<file path="config.mk">
export PLATFORM = sky130hd
export DESIGN_NAME = fxp_sqrt_arbiter
export DESIGN_NICKNAME = d
export VERILOG_FILES = /design/src/rtl/fxp_sqrt_arbiter.sv
export SDC_FILE = /design/constraint.sdc
export NUM_CORES = 1
export LEC_CHECK = 0
export ABC_AREA = 1
export ABC_CLOCK_PERIOD_IN_PS = 2800
export CAP_MARGIN = 20
export CORE_MARGIN = 2
export CORE_UTILIZATION = 54
export DETAILED_ROUTE_END_ITERATION = 16
export PLACE_DENSITY_LB_ADDON = 0.1
export RECOVER_POWER = 50
export SETUP_SLACK_MARGIN = 0.05
export SKIP_CTS_REPAIR_TIMING = 1
export SLEW_MARGIN = 10
export SYNTH_ARGS = -nofsm -noshare
export SYNTH_HDL_FRONTEND = slang
export SYNTH_SLANG_ARGS = --single-unit
</file>
<file path="constraint.sdc">
create_clock -name clk -period 2.8 [get_ports clk]
set_clock_uncertainty 0.05 [all_clocks]
set_input_delay 0.56 -clock clk [delete_from_list [all_inputs] [get_ports clk]]
set_output_delay 0.56 -clock clk [all_outputs]
set_load 0.02 [all_outputs]
</file>
<file path="src/rtl/fxp_sqrt_arbiter.sv">
// fxp_sqrt_arbiter
// Shares one non-stallable, fixed-latency fixed-point square-root pipe between
// NREQ requesters. Operands are issued at most one per cycle under round-robin
// arbitration. Each issue is shadowed by a {valid, tag} token that travels
// alongside the sqrt pipe, and every result is captured into a first-word
// fall-through response FIFO together with its requester tag.
//
// The pipe cannot be stalled, so issue is credit-limited: an operand is only
// accepted when the operations in flight plus the results already buffered
// leave room in the FIFO. That way a result always has a slot waiting for it
// when it emerges.
//
// Optional feature: define FXP_SQRT_ARB_STATS_EN to add the 32-bit counters
// stat_issued (handshakes) and stat_stall (cycles with a request pending but
// nothing issued). Without the macro those ports do not exist.

module fxp_sqrt_arbiter #(
   parameter int NREQ  = 4,
   parameter int WII   = 10,
   parameter int WIF   = 10,
   parameter int WOI   = 6,
   parameter int WOF   = 12,
   parameter int LAT   = 20,
   parameter int DEPTH = 8
) (
   input  logic                                   clk,
   input  logic                                   rst,
   input  logic [NREQ-1:0]                        req_valid,
   output logic [NREQ-1:0]                        req_ready,
   input  logic [NREQ*(WII+WIF)-1:0]              req_data,
   output logic [WII+WIF-1:0]                     sq_in,
   input  logic [WOI+WOF-1:0]                     sq_out,
   input  logic                                   sq_overflow,
   output logic                                   rsp_valid,
   input  logic                                   rsp_ready,
   output logic [WOI+WOF-1:0]                     rsp_data,
   output logic                                   rsp_overflow,
   output logic [((NREQ > 1) ? $clog2(NREQ) : 1)-1:0] rsp_tag,
   output logic                                   busy
`ifdef FXP_SQRT_ARB_STATS_EN
 , output logic [31:0]                            stat_issued
 , output logic [31:0]                            stat_stall
`endif
);

   // Operand, result and tag widths.
   localparam int WIN  = WII + WIF;
   localparam int WOUT = WOI + WOF;
   localparam int TW   = (NREQ > 1) ? $clog2(NREQ) : 1;

   // Counter width must hold the value DEPTH itself, pointers only 0..DEPTH-1.
   localparam int CW   = $clog2(DEPTH + 1);
   localparam int PW   = (DEPTH > 1) ? $clog2(DEPTH) : 1;

   // One FIFO entry: {overflow, tag, result}.
   localparam int FW   = WOUT + 1 + TW;

   // Sized copies of the parameters so comparisons stay width-matched.
   localparam logic [TW:0]   NREQ_W  = (TW+1)'(NREQ);
   localparam logic [CW:0]   DEPTH_W = (CW+1)'(DEPTH);
   localparam logic [TW-1:0] LAST_RQ = TW'(NREQ - 1);
   localparam logic [PW-1:0] LAST_PT = PW'(DEPTH - 1);

   // Arbitration state and per-requester operand view.
   logic [TW-1:0]  r_rr;
   logic [WIN-1:0] w_reqOp [NREQ];
   logic [TW-1:0]  w_grant;
   logic           w_found;
   logic           w_credit;
   logic           w_hs;

   // Tag pipe running in lock-step with the external sqrt pipe.
   logic [LAT-1:0] r_tagValid;
   logic [TW-1:0]  r_tag [LAT];
   logic           w_retire;

   // Credit counters.
   logic [CW-1:0]  r_inflight;
   logic [CW-1:0]  r_fcount;

   // Response FIFO storage and pointers.
   logic [FW-1:0]  r_mem [DEPTH];
   logic [PW-1:0]  r_wptr;
   logic [PW-1:0]  r_rptr;
   logic           w_push;
   logic           w_pop;

   // Advance a FIFO pointer, wrapping at DEPTH (DEPTH need not be a power of 2).
   function automatic logic [PW-1:0] nextPtr(input logic [PW-1:0] p);
      return (p == LAST_PT) ? '0 : p + PW'(1);
   endfunction

   // Split the flat operand bus into one slice per requester.
   always_comb begin
      for (int i = 0; i < NREQ; i++) begin
         w_reqOp[i] = req_data[i*WIN +: WIN];
      end
   end

   // Round-robin search: first valid requester starting at r_rr, wrapping.
   always_comb begin
      logic [TW:0] idx;
      idx     = '0;
      w_found = 1'b0;
      w_grant = '0;
      for (int k = 0; k < NREQ; k++) begin
         idx = {1'b0, r_rr} + (TW+1)'(k);
         if (idx >= NREQ_W) begin
            idx = idx - NREQ_W;
         end
         if (!w_found && req_valid[idx[TW-1:0]]) begin
            w_found = 1'b1;
            w_grant = idx[TW-1:0];
         end
      end
   end

   // Issue is allowed only while every outstanding result still owns a FIFO
   // slot; during reset nothing is accepted.
   always_comb begin
      w_credit  = ({1'b0, r_inflight} + {1'b0, r_fcount}) < DEPTH_W;
      w_hs      = w_found & w_credit & ~rst;
      req_ready = w_hs ? (NREQ'(1) << w_grant) : '0;
      sq_in     = w_hs ? w_reqOp[w_grant] : '0;
   end

   // Move the round-robin pointer just past the requester that was served.
   always_ff @(posedge clk) begin
      if (rst) begin
         r_rr <= '0;
      end else if (w_hs) begin
         r_rr <= (w_grant == LAST_RQ) ? '0 : w_grant + TW'(1);
      end
   end

   // Shift the valid bits of the tag pipe; clearing them on reset is what
   // discards any result still travelling through the sqrt pipe.
   always_ff @(posedge clk) begin
      if (rst) begin
         r_tagValid <= '0;
      end else begin
         r_tagValid[0] <= w_hs;
         for (int s = 1; s < LAT; s++) begin
            r_tagValid[s] <= r_tagValid[s-1];
         end
      end
   end

   // Shift the requester tags; they are only meaningful where the valid bit is set.
   always_ff @(posedge clk) begin
      r_tag[0] <= w_grant;
      for (int s = 1; s < LAT; s++) begin
         r_tag[s] <= r_tag[s-1];
      end
   end

   // A valid token at the last stage means sq_out carries its result this cycle.
   always_comb begin
      w_retire  = r_tagValid[LAT-1];
      w_push    = w_retire;
      rsp_valid = ~rst & (r_fcount != '0);
      w_pop     = rsp_valid & rsp_ready;
      busy      = ~rst & ((r_inflight != '0) | (r_fcount != '0));
   end

   // Operations between issue and retire.
   always_ff @(posedge clk) begin
      if (rst) begin
         r_inflight <= '0;
      end else begin
         r_inflight <= r_inflight + CW'(w_hs) - CW'(w_retire);
      end
   end

   // FIFO occupancy; a push and a pop in the same cycle cancel out.
   always_ff @(posedge clk) begin
      if (rst) begin
         r_fcount <= '0;
      end else begin
         r_fcount <= r_fcount + CW'(w_push) - CW'(w_pop);
      end
   end

   // FIFO pointers, each wrapping modulo DEPTH.
   always_ff @(posedge clk) begin
      if (rst) begin
         r_wptr <= '0;
         r_rptr <= '0;
      end else begin
         if (w_push) begin
            r_wptr <= nextPtr(r_wptr);
         end
         if (w_pop) begin
            r_rptr <= nextPtr(r_rptr);
         end
      end
   end

   // Capture the retiring result with its tag. The storage is not reset
   // because rsp_valid masks every stale slot.
   always_ff @(posedge clk) begin
      if (w_push) begin
         r_mem[r_wptr] <= {sq_overflow, r_tag[LAT-1], sq_out};
      end
   end

   // First-word fall-through: the head entry is always presented.
   assign {rsp_overflow, rsp_tag, rsp_data} = r_mem[r_rptr];

`ifdef FXP_SQRT_ARB_STATS_EN
   logic r_unusedStats;
   // Count handshakes and cycles where a request waited without an issue.
   always_ff @(posedge clk) begin
      if (rst) begin
         stat_issued <= '0;
         stat_stall  <= '0;
      end else begin
         if (w_hs) begin
            stat_issued <= stat_issued + 32'd1;
         end
         if ((|req_valid) && !w_hs) begin
            stat_stall <= stat_stall + 32'd1;
         end
      end
   end
`endif

endmodule

</file>
# Word level (Yosys, flattened, before mapping)
# Memories as Yosys holds them, arrays and structs flattened. A register that Yosys moved wholly into a read port is not among the register bits.
# Index checks and enable logic that the tools add are counted.
[totals]
ff_bits = 36
latchBits = 0
ramBits = 208
mem_bits_ro = 0
output_inout_bits = 47
elab_cells = 85
n_memories = 2
[op_classes]
add_sub_neg = 15
mul = 0
div_mod_pow = 0
order_cmp = 10
n_eq_ne = 3
shifts = 1
muxes = 32
bitwise = 8
n_reduce_logical = 8
[mem_list]
columns = ["name", "depth", "width", "read_ports", "rd_ports_with_merged_regs", "wr", "line", "source"]
rows = [
  ["r_mem", 8, 21, 1, 1, 1, "82", "logic [FW-1:0] r_mem [DEPTH];"],
  ["r_tag", 20, 2, 20, 0, 20, "74", "logic [TW-1:0] r_tag [LAT];"],
]
[op_table]
columns = ["cell", "count"]
rows = [
  ["20-bit 2-to-1 mux", 3],
  ["20-bit binary-select mux with 2-bit select", 1],
  ["2-bit 2-to-1 mux", 9],
  ["3-bit >= comparator (second input constant)", 4],
  ["2-bit by 3-bit < comparator with 1-bit output (second input constant)", 4],
  ["3-bit 2-to-1 mux", 4],
  ["1-bit 2-to-1 mux", 10],
  ["4-bit by 1-bit adder with 4-bit output", 2],
  ["1-bit binary-select mux with 2-bit select", 4],
  ["4-bit nonzero test", 2],
  ["2-bit by 1-bit subtractor with 2-bit output (second input constant)", 4],
  ["4-bit by 1-bit subtractor with 4-bit output", 2],
  ["2-bit by 2-bit adder with 3-bit output (second input constant)", 2],
  ["3-bit by 1-bit adder with 3-bit output (second input constant)", 2],
  ["3-bit equality test (second input constant)", 2],
  ["4-bit by 4-bit adder with 5-bit output", 1],
  ["1-bit bitwise AND", 5],
  ["5-bit by 4-bit < comparator with 1-bit output (second input constant)", 1],
  ["4-bit 2-to-1 mux", 1],
  ["1-bit by 2-bit << shifter with 4-bit output (first input constant)", 1],
  ["2-bit by 1-bit adder with 3-bit output (second input constant)", 1],
  ["2-bit by 3-bit >= comparator with 1-bit output (second input constant)", 1],
  ["1-bit logical AND", 3],
  ["1-bit zero test", 3],
  ["other kinds (5)", 5],
]

# Longest topological paths before layout
[logic_depth]
ltp_word = 19
mapped_depth = 15

# Worst setup path before layout
# OpenSTA, ideal clock, no wires.
[synth_timing]
path_type = "input to register"
from = "input port rst"
to = "register r_fcount[2]"
setup_ps = 128
arrival_ps = 2521
required_time_ps = 2622
setup_slack_ps = 101
stages = 13
path_buffers = 1
path_cell_list = "clkbuf_1 > clkinv_1 > nand2_1 > inv_1 > nand2_1 > inv_1 > ha_1 > inv_1 > ha_1 > inv_1 > fa_1 > xor2_1 > nor2_1"
[synth_via]
elab_chain_cells = 4
[synth_lines]
columns = ["element", "line", "source"]
rows = [
  ["start: declaration", "27", "input logic rst,"],
  ["1-bit inverter", "161", "rsp_valid = ~rst & (r_fcount != '0);"],
  ["1-bit bitwise AND", "161", ""],
  ["named net rsp_valid", "34", "output logic rsp_valid,"],
  ["1-bit bitwise AND", "162", "w_pop = rsp_valid & rsp_ready;"],
  ["4-bit by 1-bit subtractor with 4-bit output", "180", "r_fcount <= r_fcount + CW'(w_push) - CW'(w_pop);"],
  ["end signal: assignment", "180", ""],
  ["end: declaration", "79", "logic [CW-1:0] r_fcount;"],
]
# The timed path passes the listed nets, and every way through them passes these cells.
# A chain may end at the register's enable or synchronous reset.

# Final worst setup path
[layout_timing]
from = "register r_rr[0]"
to = "output port req_ready[2]"
[layout_via]
elab_chain_cells = 17
[layout_lines]
columns = ["element", "line", "source"]
rows = [
  ["start: declaration", "65", "logic [TW-1:0] r_rr;"],
  ["start signal: assignment", "132", "r_rr <= (w_grant == LAST_RQ) ? '0 : w_grant + TW'(1);"],
  ["branches (longest 16 deep; another with 2-bit by 1-bit adder with 3-bit output)", "--", ""],
  ["4-bit 2-to-1 mux (*)", "123", "req_ready = w_hs ? (NREQ'(1) << w_grant) : '0;"],
  ["end: declaration", "29", "output logic [NREQ-1:0] req_ready,"],
]
# Mark *: on every way between the ends. The select of a mux whose other input is x is not followed.

==> impl_metrics.ini <==
[placed_design]
post-dp-hpwl_um = 14340
place_ws_ps = -760.7
numPortBuffers = 152
gp_congestion = 0.9189

[global_route]
grt.total_usage = 0.2257
antenna_found_initial = 0
grt_pass1_wl_um = 36180
grt_max_degree = 62
overflow = 0
grt_pass1_vias = 7507

[sta]
period_minus_slack_ps = 3124
period_share = 1.116
setup_tns_ps = -6031
hold_violations = 0
slew_headroom = 0.5870
setup_slack_ps = -324.4
worst_pin_slew_ps = 618.9
fmax_mhz = 320.1
rsz0062_at_grt = true
finalSetupViolCount = 24
drv_slew = 0

[cells_and_area]
layout.nets = 1342
mostFrequentLayoutCells = 174 x nor2_1, 168 x edfxtp_1, 126 x inv_1
drive_gt1_frac = 0.2065
final_common_cell = nor2_1
fill_cells = 1201
area_delta_synth_final_pct = 36.95

[setup_path]
crit_path_start_kind = flop
crit_path_max_incr_delay_ps = 380
end_kind = primary output
crit_chain = buf_12 > nand2_2 > nand2_2 > buf_4 > nand2_1 > o21ai_0 > nand3_2 > nand3_2 > nand2_4 > inv_6 > buf_12 > ha_1 > inv_1 > nor2_2 > buf_6
crit_type = flop to primary output
slowest_stage = dfxtp_4
worstPathArrival_ps = 2510
cp.required_ps = 2190
critPathMaxFanout = 8
r2r_slack_ps = 120

[synth]
syn_nets = 1147
synth_xor_xnor_area_share = 0.001705
synth.area.mux_share = 0
synth_adder_area_share = 0.02947
synth_simple_gate_area_frac = 0.1598
synth_top_family_by_area = simple AND/OR/NAND/NOR gates
synth.avg_cell_area_um2 = 10.09
syn_inst = 1018
synth-compound-area-share = 0.08780
yosys_warnings = 0
syn_area_um2 = 10270
ys_seq_elements = 247
synth.distinct_cells = 34
seq_area_frac_synth = 0.6449

[cts]
cts-root-buf = clkbuf_16
cts_tree = done
cts_buffers = 23
clock_latency_ps = 500
clk_pin_slew_ps = 70
clock_sinks = 247
htree_levels = 1
cts_max_path_buffers = 3

[floorplan]
die_w_um = 141.9
die_y_um = 141.9
start_util = 0.5493
fp.dieArea_um2 = 20150
core_area_um2 = 18710
row_count = 50
ios = 153

[power_and_ir_drop]
power.leakage_uw = 0.005797
peakVddDrop_uv = 985.3
power_density_nw_per_um2 = 1084

[detailed_routing]
vias = 7966
avgViaCountPerCell = 5.438
drt_iter0_markers = 363
routedWlPerCell_um = 17.17
drt-total-wl_um = 25160
ant_nets = 0
firstDrtPassIters = 5
drc = 0

[min_path]
hp-class = flop to flop

[outcome]
violations = negative setup slack
status = finished, violations left

[flow_run]
cap_violations = 0
==> cells in the mapped netlist (all sizes together) <==
library cell	n	area share
a211oi	1	0.00073
a21boi	1	0.00073
a21o	1	0.00073
a21oi	28	0.014
a31o	1	0.00085
a31oi	21	0.013
buf	20	0.011
clkbuf	38	0.014
clkinv	2	0.00073
dfxtp	79	0.15
edfxtp	168	0.49
fa	2	0.0039
ha	21	0.026
inv	139	0.051
nand2	96	0.036
nand3	53	0.028
nand4	41	0.025
nor2	187	0.069
nor3	1	0.00049
nor4	1	0.00061
o21ai	92	0.045
o22ai	21	0.013
o31ai	1	0.00073
or2	1	0.00061
xnor2	1	0.00085
xor2	1	0.00085
==> cell families after synthesis <==
family / after synthesis
compound gates: 167
xor+xnor: 2
fa+ha+maj: 23
buf+inv: 199
flops: 247
simple gates: 380
==> power by group <==
| part | internal, µW | leakage [µW] | switching, µW |
|---|---|---|---|
| Clock | 1660 | 0.000363 | 1270 |
| Combinational | 3490 | 0.00327 | 4380 |
| Sequential | 4290 | 0.00217 | 159 |
==> layout make-up <==
class,instances,area [µm²],area share
sequential,247,6638,0.4717
antenna,1,2.502,0.0001778
timing repair buffer,226,2529,0.1797
clock inverter,12,70.07,0.004980
clock buffer,30,654.4,0.04651
multi-input combinational,574,3343,0.2376
inverter,141,541.8,0.03850
tap,234,292.8,0.02081
==> registers in the layout (all words and copies together) (netlist names), named ones only <==
signal	cells
r_inflight	4
r_rptr	3
r_fcount	4
r_rr	2
r_tag	40
r_mem	168
r_tagValid	20
r_wptr	3
==> stage by stage <==
step | area [µm²] | power (µW) | cells | util | hold slack [ps]
floorplan | 10270 | 7890 | 1018 | - | 259.6
detailed placement | 12430 | 10210 | 1402 | 0.6643 | 263.2
global placement | 12430 | 10130 | 1402 | 0.6643 | 259.5
CTS | 13150 | 13160 | 1444 | 0.7030 | 273.8
global route | 14070 | 16030 | 1464 | 0.7521 | 278.1
finish | 14070 | 15250 | 1465 | 0.7522 | 270.6
==> routing by layer <==
layer	track usage	vias up	wire length, µm
met4	0.07474	0	621
met2	0.4052	347	12800
met1	0.2766	3738	10070
met5	0	-	0
met3	0.04105	54	1669
li1	-	3827	-
==> path summary, 6_finish.rpt <==
check	endpoint	depth (start not counted)	startpoint
hold / removal	r_tag[3][3]	0	r_tag[3][1]
setup / recovery	req_ready[2]	15	r_rr[0]
setup reg to reg	r_inflight[1]	16	r_rr[0]
hold reg to reg	r_tag[3][3]	0	r_tag[3][1]
==> worst max-delay path, delay by kind of cell (launching register included) <==
kind,cells,cell delay [ps]
compound gates,1,130
simple gates,7,650
flops,1,380
buf+inv,6,700
fa+ha+maj,1,160
(Power assumes the default switching activity.)
